===== config.mk =====
export PLATFORM = sky130hd
export DESIGN_NAME = toggle_rx_multi
export DESIGN_NICKNAME = d
export VERILOG_FILES = /design/src/rtl/toggle_rx_multi.sv
export SDC_FILE = /design/constraint.sdc
export NUM_CORES = 1
export LEC_CHECK = 0
export ABC_AREA = 1
export BUFFER_PORTS_ARGS = -buffer_cell sky130_fd_sc_hd__buf_2
export CAP_MARGIN = 20
export CORE_MARGIN = 5
export CORE_UTILIZATION = 50
export CTS_BUF_LIST = sky130_fd_sc_hd__clkbuf_8
export DETAILED_ROUTE_END_ITERATION = 8
export GPL_TIMING_DRIVEN = 0
export PLACE_DENSITY = 0.74
export SETUP_SLACK_MARGIN = 0.02
export SLEW_MARGIN = 20
export SYNTH_ARGS = -nofsm -noshare
export SYNTH_HDL_FRONTEND = slang
export SYNTH_SLANG_ARGS = --single-unit

===== constraint.sdc =====
create_clock -name rd_clk -period 2 [get_ports rd_clk]
set_input_delay 0.1 -clock rd_clk [delete_from_list [all_inputs] [get_ports rd_clk]]
set_output_delay 0.1 -clock rd_clk [all_outputs]
set_load 0.1 [all_outputs]

===== src/rtl/toggle_rx_multi.sv =====
// toggle_rx_multi: multi-channel receive side of a toggle-synchronisation CDC path.
// Each channel resynchronises an asynchronous toggle line and turns every level
// change into a one-cycle pulse. A saturating pending-event counter with an ack
// handshake and a sticky overflow flag keeps back-to-back events from being lost.

module toggle_rx_multi #(
    parameter int CHANNELS    = 4,
    parameter int SYNC_STAGES = 2,
    parameter int CNT_W       = 4
) (
    input  logic                      rd_clk,
    input  logic                      rd_reset,
    input  logic [CHANNELS-1:0]       tgl_in,
    input  logic [CHANNELS-1:0]       ack_in,
    input  logic [CHANNELS-1:0]       ovf_clr,
    output logic [CHANNELS-1:0]       level_out,
    output logic [CHANNELS-1:0]       pulse_out,
    output logic [CHANNELS-1:0]       pending,
    output logic [CHANNELS*CNT_W-1:0] pend_cnt,
    output logic [CHANNELS-1:0]       overflow
);

    localparam logic [CNT_W-1:0] CNT_MAX = {CNT_W{1'b1}};

    logic [CHANNELS-1:0] sync_q [SYNC_STAGES];
    logic [CHANNELS-1:0] prev_q;
    logic [CHANNELS-1:0] pulse_q;
    logic [CHANNELS-1:0] ovf_q;
    logic [CHANNELS-1:0] ovf_d;
    logic [CHANNELS-1:0] ev;
    logic [CNT_W-1:0]    cnt_q [CHANNELS];
    logic [CNT_W-1:0]    cnt_d [CHANNELS];

    // A change on the last sync stage relative to its delayed copy is one event.
    assign ev = sync_q[SYNC_STAGES-1] ^ prev_q;

    // Synchroniser chain, previous-level register and registered edge pulse.
    always_ff @(posedge rd_clk) begin
        if (!rd_reset) begin
            for (int s = 0; s < SYNC_STAGES; s++) begin
                sync_q[s] <= '0;
            end
            prev_q  <= '0;
            pulse_q <= '0;
        end else begin
            sync_q[0] <= tgl_in;
            for (int s = 1; s < SYNC_STAGES; s++) begin
                sync_q[s] <= sync_q[s-1];
            end
            prev_q  <= sync_q[SYNC_STAGES-1];
            pulse_q <= ev;
        end
    end

    // Pending counter and overflow next state; an event with a same-cycle ack cancels out.
    always_comb begin
        ovf_d = ovf_q & ~ovf_clr;
        for (int i = 0; i < CHANNELS; i++) begin
            cnt_d[i] = cnt_q[i];
            if (ev[i] && !ack_in[i]) begin
                if (cnt_q[i] == CNT_MAX) begin
                    ovf_d[i] = 1'b1;
                end else begin
                    cnt_d[i] = cnt_q[i] + CNT_W'(1);
                end
            end else if (!ev[i] && ack_in[i] && (cnt_q[i] != '0)) begin
                cnt_d[i] = cnt_q[i] - CNT_W'(1);
            end
        end
    end

    // Counter and sticky overflow registers; reset discards anything pending.
    always_ff @(posedge rd_clk) begin
        if (!rd_reset) begin
            for (int i = 0; i < CHANNELS; i++) begin
                cnt_q[i] <= '0;
            end
            ovf_q <= '0;
        end else begin
            for (int i = 0; i < CHANNELS; i++) begin
                cnt_q[i] <= cnt_d[i];
            end
            ovf_q <= ovf_d;
        end
    end

    // Pack the per-channel counters onto the flat output bus and derive pending.
    always_comb begin
        pend_cnt = '0;
        pending  = '0;
        for (int i = 0; i < CHANNELS; i++) begin
            pend_cnt[i*CNT_W +: CNT_W] = cnt_q[i];
            pending[i]                 = |cnt_q[i];
        end
    end

    assign level_out = sync_q[SYNC_STAGES-1];
    assign pulse_out = pulse_q;
    assign overflow  = ovf_q;

endmodule


==> out/metrics.cfg, run 1 <==
[worst_setup_path]
path_delay_family = simple AND/OR/NAND/NOR gates
worstPathMaxFanout = 6
r2r_end = cnt_q[0][7]
crit_type = flop to flop
worstPathArrival_ps = 1880
cpMaxStageDelayCell = dfxtp_1
worstPathCellList = inv_2, nand2_4, nand3_4, ha_1, nand2_1, nand3b_2, nand3_1, nand2_1, nor2_1, nor2_1
r2r-start = sync_q[0][5]
reg2regPathDepth = 10
worst-path-buf-inv = 1
endpoint_kind = flop
slowest_delay_ps = 430
worst-r2r-setup-slack_ps = 310
cp.required_ps = 2180
start_kind = flop

[drt]
vias = 1835
wirelength_mm = 4.07
dr.first_iter.drc_count = 34
drc_errors = 0
dr.pass1.iters = 4
wl_per_cell_um = 10.4
detail-route-antenna-nets = 0
viasPerCell = 4.69

[sta]
tightest_slew_ps = 492
setup_viol = 0
finalCritPeriodShare_pct = 84.6
grt_setup_unrepaired = no
slew_violations = 0
max-slew-margin-rel_pct = 67.4
finalClockSkew_ps = 9.06
final_hold_viol_count = 0
max_freq_mhz = 591
fin_crit_ps = 1690
finalSetupTns_ps = 0

[cells_and_area]
diodes = 0
fin_nets = 362
n_fill_cell = 377
drive_above_1_share_pct = 37.2
area_growth_pct = 21.6

[logic_synthesis]
synth.cell_area_sq_um = 2090
ys.warnings.count = 0
synth_flop_cell = dfxtp_1
synth_nets = 306
yosys-top-cells-count = 54 x inv_1, 47 x nand2_1, 36 x dfxtp_1, 20 x nor2_1, 15 x inv_2
syn_inst = 284
synth_top_cell_area_share_pct = 34.4
yosysMostFrequentCell = inv_1
ys_seq_area_share_pct = 34.4
yosysTopAreaCell = dfxtp_1
synth_edf_count = 0
yosys_register_bits = 36
synth_cell_types = 26
async_reset_ff_share_pct = 0
syn_area_per_cell_sq_um = 7.38
post_synth_main_area_contributors = dfxtp_1 34%, inv_1 9.7%, nand2_1 8.4%

[power_and_ir_drop]
swShare_pct = 53.6
p_comb_share_pct = 52.7
vdd_drop_max_v = 0.000733
p_leak_uw = 0.00136
clock_power_share_pct = 17.2
internal_power_uw = 1460
powerDensity_nw_per_um2 = 1240
power_uw = 3140
p_seq_share_pct = 30.2
p_switching_uw = 1680

[floorplan]
core_sq_um = 4030
boundaryPins = 46
fp.dieH_um = 74.7
dieArea_sq_um = 5580
initial_core_util_pct = 52.0
fp.dieW_um = 74.7
num_rows = 23

[placement]
place.gp.congestion = 0.823
io_buffers = 45
post-dp-hpwl_mm = 3.13

[outcome]
status = finished clean

[clocking]
cts_root_buf = clkbuf_8
cts_tree = built
cts.sinks = 36
clk_pin_slew_ps = 70
htree_levels = 2
cts_buffers = 5
insertion_delay_ps = 290
clk_path_buf_depth = 2
ctsResizeCount = 0

[global_routing]
grt_usage_pct = 16.3
grt_max_degree = 12
antenna_found_initial = 0
grt_pass1_wl_mm = 7.12
overflow = 0
grt_pass1_vias = 1705

[min_path]
hold_path_end = overflow[3]
hold_start = ovf_clr[3]
min_path_type = input port to flop
hold_depth = 3

[flow_run]
maxCapViolations = 0

how the worst max path moves through the flow:
stage,startpoint,endpoint,cells after the start
finish,sync_q[0][5],cnt_q[0][7],10
global route,sync_q[0][7],cnt_q[0][15],10
CTS,sync_q[0][5],cnt_q[0][7],10
detailed placement,sync_q[0][5],cnt_q[0][7],10
global placement,sync_q[0][5],cnt_q[0][7],10
floorplan,cnt_q[0][1],cnt_q[0][1],7
sequential cells by signal, indices dropped and copies added, names as in the netlist:
| register | flops |
|---|---|
| sync_q | 8 |
| pulse_out | 4 |
| prev_q | 4 |
| overflow | 4 |
| cnt_q | 16 |
cell type report:
type                       instances  area [sq um]  share of cell area (%)
tap                               50          62.6                    2.46
clock buffer                       6          82.6                    3.24
inverter                          69           259                    10.2
buffer                             7          42.5                    1.67
clock inverter                     2          11.3                   0.442
timing repair buffer              49           265                    10.4
multi-input combinational        172          1080                    42.5
sequential                        36           741                    29.1
placed cells by master, fill, tap and decap left out:
cell type	synthesis	final
nand3_1	10	10
nand2_2	11	15
xor2_1	4	4
clkinvlp_4	0	1
nand4_1	12	12
o21ai_2	1	1
nand2_1	47	43
dlygate4sd3_1	0	4
nand2_4	10	10
o21ai_0	9	9
buf_2	1	46
nand3_4	4	4
inv_1	54	55
clkbuf_1	2	2
nand3b_4	1	1
buf_4	4	4
a21oi_2	3	3
inv_2	15	15
dfxtp_1	36	20
o22ai_1	4	4
nor2_1	20	20
clkbuf_8	0	6
dfxtp_2	0	16
nand3b_2	3	3
o21ai_1	6	6
o21bai_1	4	4
nand3_2	2	2
ha_1	8	8
a21oi_1	9	9
and2_1	4	4
power by group through the flow:
stage	Sequential, uW	Clock, uW	Combinational, uW
2_1_floorplan	1500	0	881
3_3_place_gp	963	0	1640
3_5_place_dp	965	0	1660
4_1_cts	949	559	1670
5_1_grt	969	588	1790
6_report	949	539	1660
cell families (layout without fill, tap and decap cells):
family	count (synthesis)	after routing	synth area share (%)
AOI/OAI and AO/OA	36	36	10.0
xor gates and xnor gates	4	4	1.67
adders and majority gates	8	8	4.78
buffers and inverters	76	133	14.4
DFF	36	36	34.4
and+or+nand+nor	124	124	34.7
layer usage:
layer	up-vias	global-route usage [%]	wire (um)
met2	29	29.0	2000
met3	7	3.47	199
li1	989	-	-
met5	-	0	0
met4	0	6.52	58
met1	810	18.9	1820
timing repair:
item / in CTS / in global routing
hold endpoints to repair: 4 / 0
setup buffers: 0 / 0
hold buffers: 4 / 0
worst min-delay path, stage by stage:
cell,delay (ps)
buf_2,70
o22ai_1,50
and2_1,120
through the flow:
| stage | instances | utilization (%) | hold WS, ps | worst slack (ps) | cell area [sq um] |
|---|---|---|---|---|---|
| detailed placement | 379 | 59.9 | 286 | 313 | 2410 |
| floorplan | 284 | - | 198 | 101 | 2120 |
| global route | 391 | 63.2 | 110 | 169 | 2550 |
| CTS | 391 | 63.2 | 97.2 | 301 | 2550 |
| finish | 391 | 63.2 | 103 | 308 | 2550 |
| global placement | 379 | 59.9 | 280 | 368 | 2410 |
Note: power is estimated with default switching activity, not from simulation.
==> inputs of run 2 (changes only) <==
--- a/config.mk
+++ b/config.mk
@@ -13,7 +13,7 @@
 export CTS_BUF_LIST = sky130_fd_sc_hd__clkbuf_8
 export DETAILED_ROUTE_END_ITERATION = 8
 export GPL_TIMING_DRIVEN = 0
-export PLACE_DENSITY = 0.74
+export PLACE_DENSITY = 0.77
 export SETUP_SLACK_MARGIN = 0.02
 export SLEW_MARGIN = 20
 export SYNTH_ARGS = -nofsm -noshare
==> constraint.sdc (replaced) <==
create_clock -name rd_clk -period 1.5 [get_ports rd_clk]
set_input_delay 0.075 -clock rd_clk [delete_from_list [all_inputs] [get_ports rd_clk]]
set_output_delay 0.075 -clock rd_clk [all_outputs]
set_load 0.1 [all_outputs]
==> run 2 against run 1 <==
- non-clock buffer count is 21 higher
- via count is 7.5% higher
- first-iteration DRC count is 44% higher
- register-to-register slack worse by 290 ps
- largest power group unchanged
- highest routed layer unchanged
==> out/metrics.cfg, run 2 (synthesized netlist as in run 1, its figures left out) <==
[worst_setup_path]
worstPathMaxFanout = 4
r2r-start = prev_q[2]
worstPathArrival_ps = 1670
slowest_delay_ps = 360
endpoint_kind = flop
worst-path-buf-inv = 1
r2r_end = cnt_q[0][11]
worstPathCellList = inv_2, nand2_4, nand3_4, ha_4, nand2_2, nand3b_4, nand3_2, nand2_2, nor2_2, nor2_1
crit_cells = 10
crit_type = flop to flop
path_delay_family = simple AND/OR/NAND/NOR gates
reg2regPathDepth = 10
cpMaxStageDelayCell = dfxtp_2
start_kind = flop
worst-r2r-setup-slack_ps = 20
crit_top_cell = nand2_2
cp.required_ps = 1690

[placement]
place.gp.congestion = 0.766
io_buffers = 45
post-dp-hpwl_mm = 3.16
dp_cells = 379

[floorplan]
dieArea_sq_um = 5580
initial_core_util_pct = 52.0
core_sq_um = 4030
fp.dieW_um = 74.7
num_rows = 23
fp.dieH_um = 74.7
boundaryPins = 46

[cells_and_area]
fin_nets = 383
drive_above_1_share_pct = 55.8
fin_util_pct = 74.3
fin_cells = 412
largest_reg_flops = 16
most-common-layout-cells = 46 x buf_2, 45 x inv_1, 32 x nand2_1, 25 x buf_4, 24 x inv_2
regMostFlops = cnt_q
area_growth_pct = 42.9
top_regs = cnt_q x16, sync_q x8
diodes = 0
layout_commonest_cell = buf_2

[sta]
fin_crit_ps = 1480
max-slew-margin-rel_pct = 67.4
finalClockSkew_ps = 4.44
slew_violations = 0
final_hold_viol_count = 0
max_freq_mhz = 674
finalSetupTns_ps = 0
tightest_slew_ps = 493
finalCritPeriodShare_pct = 98.9
grt_setup_unrepaired = yes
setup_viol = 0

[outcome]
status = finished clean

[drt]
dr.first_iter.drc_count = 49
dr.pass1.iters = 4
vias = 1973
viasPerCell = 4.79
detail-route-antenna-nets = 0
wl_per_cell_um = 11.9
wirelength_mm = 4.91
drc_errors = 0

[min_path]
min_path_type = input port to flop
hold_depth = 3
hold_start = ovf_clr[0]
hold_path_end = overflow[0]

[clocking]
cts_root_buf = clkbuf_8
cts_buffers = 5
htree_levels = 2
cts_tree = built
clk_pin_slew_ps = 70
cts.sinks = 36
insertion_delay_ps = 290
clk_path_buf_depth = 2

[power_and_ir_drop]
clock_power_share_pct = 14.5
swShare_pct = 53.6
p_leak_uw = 0.00153
p_switching_uw = 2450
vdd_drop_max_v = 0.00114
internal_power_uw = 2120
powerDensity_nw_per_um2 = 1530
p_comb_share_pct = 56.3
p_seq_share_pct = 29.2

[global_routing]
overflow = 0
grt_pass1_wl_mm = 8.05
grt_max_degree = 11
grt_usage_pct = 18.4
grt_pass1_vias = 1873
antenna_found_initial = 0

[flow_run]
maxCapViolations = 0

==> run 2: power by group through the flow <==
stage | Clock, uW | Combinational (uW) | Sequential, uW
after floorplan | 0 | 1260 | 2060
after global placement | 0 | 2280 | 1340
after detailed placement | 0 | 2310 | 1340
after CTS | 672 | 2390 | 1320
after global routing | 702 | 2770 | 1360
final | 662 | 2580 | 1340
==> run 2: cell type report <==
| class | count | area [sq um] |
|---|---|---|
| clock inverter | 3 | 11.3 |
| multi-input combinational | 172 | 1320 |
| fill | 307 | 1040 |
| tap | 50 | 62.6 |
| clock buffer | 5 | 68.8 |
| buffer | 7 | 42.5 |
| inverter | 69 | 264 |
| timing repair buffer | 70 | 423 |
| sequential | 36 | 801 |
==> run 2: metal layers <==
layer | routed length (um) | share of wire, % | GRT usage [%] | vias to the layer above
met5 | 0 | 0 | 0 | -
met4 | 78 | 1.6 | 6.52 | 0
met3 | 232 | 4.7 | 4.81 | 8
met2 | 2460 | 50 | 31.6 | 39
met1 | 2140 | 44 | 22.1 | 889
li1 | - | - | - | 1037
==> run 2: worst register-to-register path, delay by kind of cell, from the launching register on <==
family                     cells  cell delay [ps]
adders and majority gates      1              310
buffers and inverters          1               50
DFF                            1              360
and+or+nand+nor                8              670
==> run 2: worst max path at each step <==
stage	startpoint	slack [ps]	end
3_5_place_dp	sync_q[0][6]	-100	cnt_q[0][11]
2_1_floorplan	sync_q[0][5]	20	cnt_q[0][7]
5_1_grt	prev_q[3]	-90	cnt_q[0][14]
6_report	prev_q[2]	20	cnt_q[0][11]
4_1_cts	sync_q[0][6]	-20	cnt_q[0][11]
3_3_place_gp	sync_q[0][6]	-40	cnt_q[0][10]
==> run 2: repair_timing <==
item                                    4_1_cts  5_1_grt
buffers inserted                             11       10
endpoints found under the hold margin         4        0
gates resized for setup                       7       45
endpoints found under the setup margin        6       10
hold buffers                                  4        0
pin swaps                                     9       43
==> run 2: through the flow <==
step / area [sq um] / hold WS (ps) / total power (uW) / setup WS, ps
after floorplan: 2270 / 173 / 3320 / 20.7
after global placement: 2560 / 255 / 3620 / -43.5
after detailed placement: 2560 / 258 / 3660 / -99.4
after CTS: 2790 / 79.4 / 4380 / -16.9
after global routing: 2990 / 96.9 / 4830 / -86.2
final: 2990 / 79.3 / 4580 / 16.3
